**src/rtl/cache_valid_ctrl.sv**
```systemverilog
// cache_valid_ctrl
// ----------------------------------------------------------------------------
// Valid/dirty metadata array for a set-associative cache, with a flush
// sequencer that walks every line, hands dirty lines to the write-back path
// and invalidates the whole array.
//
// Ports
//   clk                 rising-edge clock
//   rst                 asynchronous active-low reset
//   rd_index            set to look up (combinational, zero latency)
//   valid_out/dirty_out valid/dirty bits of every way of set rd_index
//   set_we/set_way/set_index/set_dirty  mark a line valid (dirty = set_dirty)
//   clr_we/clr_way/clr_index            invalidate a line
//   flush_req           start a flush (sampled only while idle)
//   flush_busy          flush in progress
//   flush_done          one-cycle pulse at the end of a flush
//   wb_valid/wb_way/wb_index/wb_ready   dirty-line write-back handshake
// ----------------------------------------------------------------------------
module cache_valid_ctrl #(
    parameter int unsigned WAYS       = 4,
    parameter int unsigned TOTAL_SIZE = 16,
    parameter int unsigned DIRTY_EN   = 1,
    localparam int unsigned SETS   = TOTAL_SIZE / WAYS,
    localparam int unsigned WAY_W  = (WAYS > 1) ? $clog2(WAYS) : 1,
    localparam int unsigned IDX_W  = (SETS > 1) ? $clog2(SETS) : 1
) (
    input  logic             clk,
    input  logic             rst,
    input  logic [IDX_W-1:0] rd_index,
    output logic [0:WAYS-1]  valid_out,
    output logic [0:WAYS-1]  dirty_out,
    input  logic             set_we,
    input  logic [WAY_W-1:0] set_way,
    input  logic [IDX_W-1:0] set_index,
    input  logic             set_dirty,
    input  logic             clr_we,
    input  logic [WAY_W-1:0] clr_way,
    input  logic [IDX_W-1:0] clr_index,
    input  logic             flush_req,
    output logic             flush_busy,
    output logic             flush_done,
    output logic             wb_valid,
    output logic [WAY_W-1:0] wb_way,
    output logic [IDX_W-1:0] wb_index,
    input  logic             wb_ready
);

    localparam int unsigned LINE_W   = (TOTAL_SIZE > 1) ? $clog2(TOTAL_SIZE) : 1;
    localparam bit          DIRTY_ON = (DIRTY_EN != 0);

    typedef enum logic [1:0] {
        S_IDLE = 2'd0,
        S_SCAN = 2'd1,
        S_WB   = 2'd2,
        S_DONE = 2'd3
    } state_t;

    // Flat line number: lines of one set are contiguous (way-inner order).
    function automatic logic [LINE_W-1:0] line_of(input logic [IDX_W-1:0] idx,
                                                  input logic [WAY_W-1:0] way);
        return LINE_W'((int'(idx) % int'(SETS)) * int'(WAYS) + (int'(way) % int'(WAYS)));
    endfunction

    logic [TOTAL_SIZE-1:0] valid_q;
    logic [TOTAL_SIZE-1:0] dirty_q;

    state_t           state_q, state_d;
    logic [IDX_W-1:0] ptr_idx_q;
    logic [WAY_W-1:0] ptr_way_q;

    logic             flush_busy_d, flush_done_d, wb_valid_d;
    logic [WAY_W-1:0] wb_way_d;
    logic [IDX_W-1:0] wb_index_d;

    logic [LINE_W-1:0] ptr_line_c;
    logic [LINE_W-1:0] set_line_c;
    logic [LINE_W-1:0] clr_line_c;
    logic              last_line_c;
    logic              line_dirty_c;
    logic              line_clr_c;
    logic              ptr_advance_c;

    assign ptr_line_c   = line_of(ptr_idx_q, ptr_way_q);
    assign set_line_c   = line_of(set_index, set_way);
    assign clr_line_c   = line_of(clr_index, clr_way);
    assign last_line_c  = (ptr_idx_q == IDX_W'(SETS - 1)) && (ptr_way_q == WAY_W'(WAYS - 1));
    assign line_dirty_c = valid_q[ptr_line_c] & dirty_q[ptr_line_c] & DIRTY_ON;

    // Zero-latency lookup of all ways of one set.
    always_comb begin
        valid_out = '0;
        dirty_out = '0;
        for (int w = 0; w < int'(WAYS); w++) begin
            valid_out[w] = valid_q[line_of(rd_index, WAY_W'(w))];
            dirty_out[w] = dirty_q[line_of(rd_index, WAY_W'(w))];
        end
    end

    // State register, line pointer and registered outputs.
    always_ff @(posedge clk or negedge rst) begin
        if (!rst) begin
            state_q    <= S_IDLE;
            ptr_idx_q  <= '0;
            ptr_way_q  <= '0;
            flush_busy <= 1'b0;
            flush_done <= 1'b0;
            wb_valid   <= 1'b0;
            wb_way     <= '0;
            wb_index   <= '0;
        end else begin
            state_q    <= state_d;
            flush_busy <= flush_busy_d;
            flush_done <= flush_done_d;
            wb_valid   <= wb_valid_d;
            wb_way     <= wb_way_d;
            wb_index   <= wb_index_d;
            if (state_q == S_IDLE) begin
                ptr_idx_q <= '0;
                ptr_way_q <= '0;
            end else if (ptr_advance_c) begin
                if (ptr_way_q == WAY_W'(WAYS - 1)) begin
                    ptr_way_q <= '0;
                    ptr_idx_q <= ptr_idx_q + IDX_W'(1);
                end else begin
                    ptr_way_q <= ptr_way_q + WAY_W'(1);
                end
            end
        end
    end

    // Next-state logic; also decides when the scanned line gets invalidated.
    always_comb begin
        state_d       = state_q;
        line_clr_c    = 1'b0;
        ptr_advance_c = 1'b0;
        unique case (state_q)
            S_IDLE: begin
                if (flush_req) state_d = S_SCAN;
            end
            S_SCAN: begin
                if (line_dirty_c) begin
                    state_d = S_WB;
                end else begin
                    line_clr_c = 1'b1;
                    if (last_line_c) state_d = S_DONE;
                    else             ptr_advance_c = 1'b1;
                end
            end
            S_WB: begin
                if (wb_ready) begin
                    line_clr_c = 1'b1;
                    if (last_line_c) begin
                        state_d = S_DONE;
                    end else begin
                        state_d       = S_SCAN;
                        ptr_advance_c = 1'b1;
                    end
                end
            end
            S_DONE: begin
                state_d = S_IDLE;
            end
            default: begin
                state_d = S_IDLE;
            end
        endcase
    end

    // Output decode from the next state, registered above.
    always_comb begin
        flush_busy_d = (state_d != S_IDLE);
        flush_done_d = (state_d == S_DONE);
        wb_valid_d   = (state_d == S_WB);
        wb_way_d     = wb_way;
        wb_index_d   = wb_index;
        // Capture the line address on entry to WB; it then holds until reused.
        if ((state_q == S_SCAN) && (state_d == S_WB)) begin
            wb_way_d   = ptr_way_q;
            wb_index_d = ptr_idx_q;
        end
    end

    // Metadata array. External writes only while idle; set wins over clear
    // on the same line because its assignment comes last.
    always_ff @(posedge clk or negedge rst) begin
        if (!rst) begin
            valid_q <= '0;
            dirty_q <= '0;
        end else if (state_q == S_IDLE) begin
            if (clr_we) begin
                valid_q[clr_line_c] <= 1'b0;
                dirty_q[clr_line_c] <= 1'b0;
            end
            if (set_we) begin
                valid_q[set_line_c] <= 1'b1;
                dirty_q[set_line_c] <= set_dirty & DIRTY_ON;
            end
        end else if (line_clr_c) begin
            valid_q[ptr_line_c] <= 1'b0;
            dirty_q[ptr_line_c] <= 1'b0;
        end
    end

endmodule
```
**config.mk**
```make
export PLATFORM = sky130hd
export DESIGN_NAME = cache_valid_ctrl
export DESIGN_NICKNAME = d
export VERILOG_FILES = /design/src/rtl/cache_valid_ctrl.sv
export SDC_FILE = /design/constraint.sdc
export NUM_CORES = 1
export LEC_CHECK = 0
export BUFFER_PORTS_ARGS = -buffer_cell sky130_fd_sc_hd__clkbuf_2
export CAP_MARGIN = 20
export CORE_MARGIN = 5
export CORE_UTILIZATION = 60
export DETAILED_ROUTE_END_ITERATION = 6
export GPL_TIMING_DRIVEN = 0
export PLACE_DENSITY = 0.85
export SYNTH_ARGS = -nofsm -noshare
export SYNTH_HDL_FRONTEND = slang
export SYNTH_SLANG_ARGS = --single-unit
```
**constraint.sdc**
```tcl
create_clock -name clk -period 4.9 [get_ports clk]
set_input_delay 0.245 -clock clk [delete_from_list [all_inputs] [get_ports clk]]
set_output_delay 0.245 -clock clk [all_outputs]
set_load 0.01 [all_outputs]
```
# Word level (Yosys, flattened, before mapping)
# Cells that the tools add are included.
# word_totals
output_inout_bits	15
word_cells	110
register_bits	45
# classes
eq_ne	7
order_cmp	10
n_mux	56
n_addsub	8
n_reduce_logical	11
bitwise_logic	8
# ops
op	count
16-bit 2-to-1 mux	10
16-bit bitwise AND	4
4-bit by 5-bit < comparator with 1-bit output (second input constant)	7
1-bit binary-select mux with 4-bit select	8
16-bit inverter	2
2-bit 2-to-1 mux	11
1-bit 2-to-1 mux	18
16-bit bitwise mux	1
16-bit OR	1
4-bit by 2-bit adder with 4-bit output	3
1-bit demux with 4-bit select	3
2-bit equality test (second input constant)	6
4-bit by 1-bit >= comparator with 1-bit output (second input constant)	3
4-bit by 2-bit adder with 4-bit output (second input constant)	2
2-bit one-hot mux with 4 select lines	1
2-bit nonzero test	4
1-bit logical AND	5
2-bit by 1-bit adder with 2-bit output (second input constant)	2
4-bit by 1-bit adder with 4-bit output (second input constant)	1
1-bit binary-select mux with 2-bit select	2
1-bit one-hot mux with 2 select lines	2
2-bit by 1-bit equality test with 1-bit output (second input constant)	1
2-bit zero test	1
2-bit AND reduction	1
1-bit bitwise AND	1

# Longest topological paths before layout
# depth
ltp_word	12
ltp_mapped	8
depth_no_buf	8

# Worst setup path before layout
# OpenSTA, ideal clock, no wires.
# synth_timing
kind	flip-flop to flip-flop
startpoint	register ptr_idx_q[0]
endpoint	register wb_index[0]
path_buffers	1
required_time_ns	4.775
stages_incl_launch_ff	8
period_less_slack_ns	2.255
arrival_time_ns	2.130
path_slack_ns	2.645
cell_sequence	dfrtp_1 -> buf_6 -> or3b_1 -> a211oi_1 -> a2111o_1 -> o41ai_4 -> o311ai_2 -> mux2_2
# synth_between
elab_chain_len	8
# synth_lines
element	line	rtl
start: declaration	68	logic [IDX_W-1:0] ptr_idx_q;
start signal: assignment	123	ptr_idx_q <= ptr_idx_q + IDX_W'(1);
4-bit by 2-bit adder with 4-bit output	61	return LINE_W'((int'(idx) % int'(SETS)) * int'(WAYS) + (int'(way) % int'(WAYS)));
1-bit binary-select mux with 4-bit select	87	assign line_dirty_c = valid_q[ptr_line_c] & dirty_q[ptr_line_c] & DIRTY_ON;
1-bit 2-to-1 mux (implied by the code)	87	
1-bit bitwise AND	87	
2-bit 2-to-1 mux	141	if (line_dirty_c) begin
2-bit one-hot mux with 4 select lines	136	unique case (state_q)
2-bit equality test	177	if ((state_q == S_SCAN) && (state_d == S_WB)) begin
1-bit logical AND	177	
end signal: assignment	116	wb_index <= wb_index_d;
end: declaration	44	output logic [IDX_W-1:0] wb_index,
# Parallel ways exist; a longest one is shown, timed or not. The select of a mux whose other input is x is not followed.
# A chain may end at the register's enable or synchronous reset.

# Worst setup path in the final report
# layout_timing
startpoint	register ptr_way_q[0]
endpoint	register valid_q[6]
# layout_between
elab_chain_len	9
# layout_lines
element	line	rtl
start: declaration	69	logic [WAY_W-1:0] ptr_way_q;
start signal: assignment	125	ptr_way_q <= ptr_way_q + WAY_W'(1);
4-bit by 2-bit adder with 4-bit output (*)	61	
4-bit by 5-bit < comparator with 1-bit output (implied by the code) or 4-bit by 1-bit >= comparator with 1-bit output (tied branches)	199	valid_q[ptr_line_c] <= 1'b0;
1-bit logical AND (implied by the code)	199	
1-bit 2-to-1 mux (implied by the code)	199	
1-bit demux with 4-bit select	199	
16-bit inverter (no source line)	n/a	
16-bit bitwise AND (no source line)	n/a	
16-bit 2-to-1 mux	198	end else if (line_clr_c) begin
16-bit 2-to-1 mux	189	end else if (state_q == S_IDLE) begin
end signal: assignment	187	valid_q <= '0;
end signal: indexed assignment	191	valid_q[clr_line_c] <= 1'b0;
end signal: indexed assignment	199	
end: declaration	64	logic [TOTAL_SIZE-1:0] valid_q;
# Mark *: on every way between the ends. The rest lies on a longest branch, timed or not. The select of a mux whose other input is x is not followed.

==> metrics.md <==
| Metric | Value |
|---|---|
| Drt pass-1 iters | `5` |
| GR Util All Layers | `0.2992` |
| First-pass GRT wire length | `15100 um` |
| Global route total overflow | `0` |
| Syn-to-layout area delta | `11.02%` |
| Core area | `between 5000 and 6000 um2` |
| Pleak | `roughly 0.0014 uW` |
| CP dominant cell by count | `buf_2` |
| Slew HR | `0.5616` |
| CP peak stage delay | `approximately 0.48 ns` |
| Vias in the first global route | `2979` |
| Starting Density | `0.6174` |
| Min cycle time layout | `2.744 ns` |
| Leading cell types by total area after synthesis | `dfrtp_1 36%, o21ai_0 7.7%, mux4_2 5.8%, ha_1 4.4%, nor2_1 3.5%` |
| Cell area after layout | `3478 um2` |
| Root buf cell | `clkbuf_8` |
| Clock Latency Late Sink | `~0.3 ns` |
| Post-synthesis adder-cell area fraction | `0.04393` |
| Post-Synth XOR/XNOR Area | `0` |
| Placed Instance Area | `3378 um2` |
| Cell Chain, Critical Path | `buf_2 -> and4b_1 -> nor4_1 -> a32o_1 -> nor4_4 -> nor3_2 -> buf_2 -> a32oi_1` |
| Worst Tran Pin Value | `between 0.6 and 0.7 ns` |
| TritonCTS clock tree | `built` |
| Post-Syn Area | `3133 um2` |
| YS warnings | `0` |
| Worst EP arrival | `2.90 ns` |
| WL final | `slightly above 9000 um` |
| Resized cells post-CTS | `0` |
| Synth Net Count | `approximately 370` |
| Max VDD drop | `around 320 uV` |
| Final Hold Viols | `0` |
| Startpoint Class | `flop` |
| Worst Path Max Fanout | `10` |
| Avg WL per Cell | `about 21 um` |
| Final ANT Viol Nets | `0` |
| Setup_tns | `0 ns` |
| Max-cap violations | `0` |
| Hold buffers post-CTS | `1` |
| Top delay family on crit path | `simple AND/OR/NAND/NOR gates` |
| Nets@finish | `around 400` |
| Count of state elements after synthesis | `45` |
| Die area | `between 6000 and 7000 um2` |
| Logic gate share of total power | `0.490` |
| Setup repair bufs after CTS | `0` |
| Leading area contributor after synthesis | `dfrtp_1` |
| Critical path data required time | `roughly 5 ns` |
| Clk slew on worst S/H paths | `about 0.09 ns` |
| Worst hold path type | `in2reg` |
| Mean Syn Cell Area | `around 9.1 um2` |
| Setup violations, final | `0` |
| Post-synthesis mux area share | `0.08866` |
| Fmax | `364.4 MHz` |
| Skew final | `about 0.010 ns` |
| Endpoint class of the critical path | `flop` |
| CTS Sinks | `45` |
| Most frequent cells in the layout | `48 x o21ai_0, 45 x dfrtp_1, 29 x nor2_1` |
| Cells after Synth | `between 300 and 400` |
| Vias per inst | `a little under 7` |
| Detailed Route Iter0 Violations | `slightly above 400` |
| # IOs | `32` |
| Layout cells sized above 1 | `0.1597` |
| Chip Width | `between 80 and 90 um` |
| Core Rows | `26` |
| Synth async-reset ratio | `1.000` |
| Post-synthesis sequential area ratio | `0.3594` |
| Critical path class | `reg2reg` |
| Combinational family with the most area after synthesis | `simple AND/OR/NAND/NOR gates` |
| H-Tree Depth | `2` |
| Clk pwr share | `0.128` |
| Compound-cell area share of the yosys netlist | `0.2276` |
| Most common cell after layout, fill and taps aside | `o21ai_0` |
| Number of remaining DRC errors | `0` |
| Slew Viols, Final | `0` |
| Die H | `between 80 and 90 um` |
| Largest net degree at the start of global routing | `25` |
| Simple-gate share of the synthesized area | `0.2348` |
| GP Congestion | `1.048` |
| Pint | `940.1 uW` |
| Antenna violations before repair | `0` |
| RSZ-0062 raised after global routing | `no` |
| Worst Path Buf+Inv | `2` |
| Antenna Cells | `0` |
| Number of flops mapped to enable cells by yosys | `0` |
| Top FF cell, synth | `dfrtp_1` |
| Sequential power share | `0.382` |
| Status | `completed` |
| Fin crit share | `0.5600` |
| CP max-delay cell | `dfrtp_1` |
| Power density over the cells | `492.3 nW/um2` |
| Dpl hpwl | `between 7000 and 8000 um` |
| Port bufs | `26` |
| Sw Ratio | `0.4510` |
| Yosys cell types | `52` |
| Vias | `a little over 3k` |
| Net switching power | `between 700 and 800 uW` |
| Total CTS buffers | `5` |
| Share of the synthesized area in the top cell type | `0.3594` |
| Max clock buf depth | `2` |
-- registers in the layout, indices dropped and copies added, names as in the netlist --
register and count:
ptr_way_q 2, flush_done 1, dirty_q 16, flush_busy 1, ptr_idx_q 2, wb_valid 1
wb_way 2, valid_q 16, wb_index 2, state_q 2
-- through the flow --
step	cells	hold slack, ns	util	setup WS, ns	power (uW)
2_1_floorplan	345	-0.05059	-	2.645	1188
3_3_place_gp	441	0.4867	0.6603	2.226	1446
3_5_place_dp	442	0.2836	0.6657	2.270	1471
4_1_cts	451	0.3617	0.6839	2.249	1692
5_1_grt	452	0.3957	0.6854	2.068	1831
6_report	452	0.3735	0.6854	2.156	1712
-- cells by family (layout without fill, tap and decap cells) --
| kind of cell | Yosys count | count (layout) |
|---|---|---|
| compound gates | 109 | 109 |
| buf+inv | 33 | 70 |
| fa+ha+maj | 11 | 11 |
| flops | 45 | 45 |
| simple gates | 130 | 130 |
| mux | 17 | 17 |
-- layer usage --
metal  part of all wire  up-vias  global-route usage  wire (um)
li1                   -     1373                   -          -
met1               0.40     1428              0.4107       3777
met2               0.45      227              0.4704       4190
met3               0.11       33             0.05423       1026
met4              0.036        0              0.1130        339
met5                  0        -                   0          0
-- worst paths after layout --
path / start / endpoint / slack (ns) / depth (start not counted)
max reg2reg: ptr_way_q[0]$_DFFE_PN0P_ / valid_q[6]$_DFFE_PN0P_ / 2.16 / 8
max in group asynchronous: rst / wb_index[1]$_DFFE_PN0P_ / 3.87 / 3
max: ptr_way_q[0]$_DFFE_PN0P_ / valid_q[6]$_DFFE_PN0P_ / 2.16 / 8
min reg2reg: wb_index[0]$_DFFE_PN0P_ / wb_index[0]$_DFFE_PN0P_ / 0.52 / 1
min: set_index[1] / valid_q[1]$_DFFE_PN0P_ / 0.37 / 4
min in group asynchronous: rst / valid_q[1]$_DFFE_PN0P_ / 0.48 / 2
-- power groups by stage --
stage               registers (uW)  logic, uW  clock network (uW)
floorplan                      595        593                   0
detailed placement             651        820                   0
global route                   665        925                 242
finish                         653        840                 219
global placement               644        802                   0
CTS                            642        824                 225
-- layout make-up --
| cell class | count | area, um2 |
|---|---|---|
| Tap cell | 70 | 87.58 |
| Multi-Input combinational cell | 267 | 1864 |
| Fill cell | 421 | 1597 |
| Timing Repair Buffer | 29 | 175.2 |
| Buffer | 23 | 105.1 |
| Inverter | 10 | 37.54 |
| Clock buffer | 6 | 72.57 |
| Clock inverter | 2 | 10.01 |
| Sequential cell | 45 | 1126 |
-- Yosys cell counts (all sizes together) (5+ instances only) --
library cell,count
o21ai,51
dfrtp,45
nor2,29
nand2,22
nand2b,16
clkbuf,15
a32oi,12
ha,11
nand3,11
a31oi,10
inv,10
nand3b,10
a22oi,9
nor3,9
buf,8
mux4,8
and3,6
mux2,6
a211oi,5
a21oi,5
-- worst reg2reg max path: stages, from the launching register on --
cell and delay, ns:
dfrtp_1 0.48, buf_2 0.29, and4b_1 0.22, nor4_1 0.21
a32o_1 0.34, nor4_4 0.11, nor3_2 0.46, buf_2 0.35
a32oi_1 0.15
Note: power is estimated with default switching activity, not from simulation.
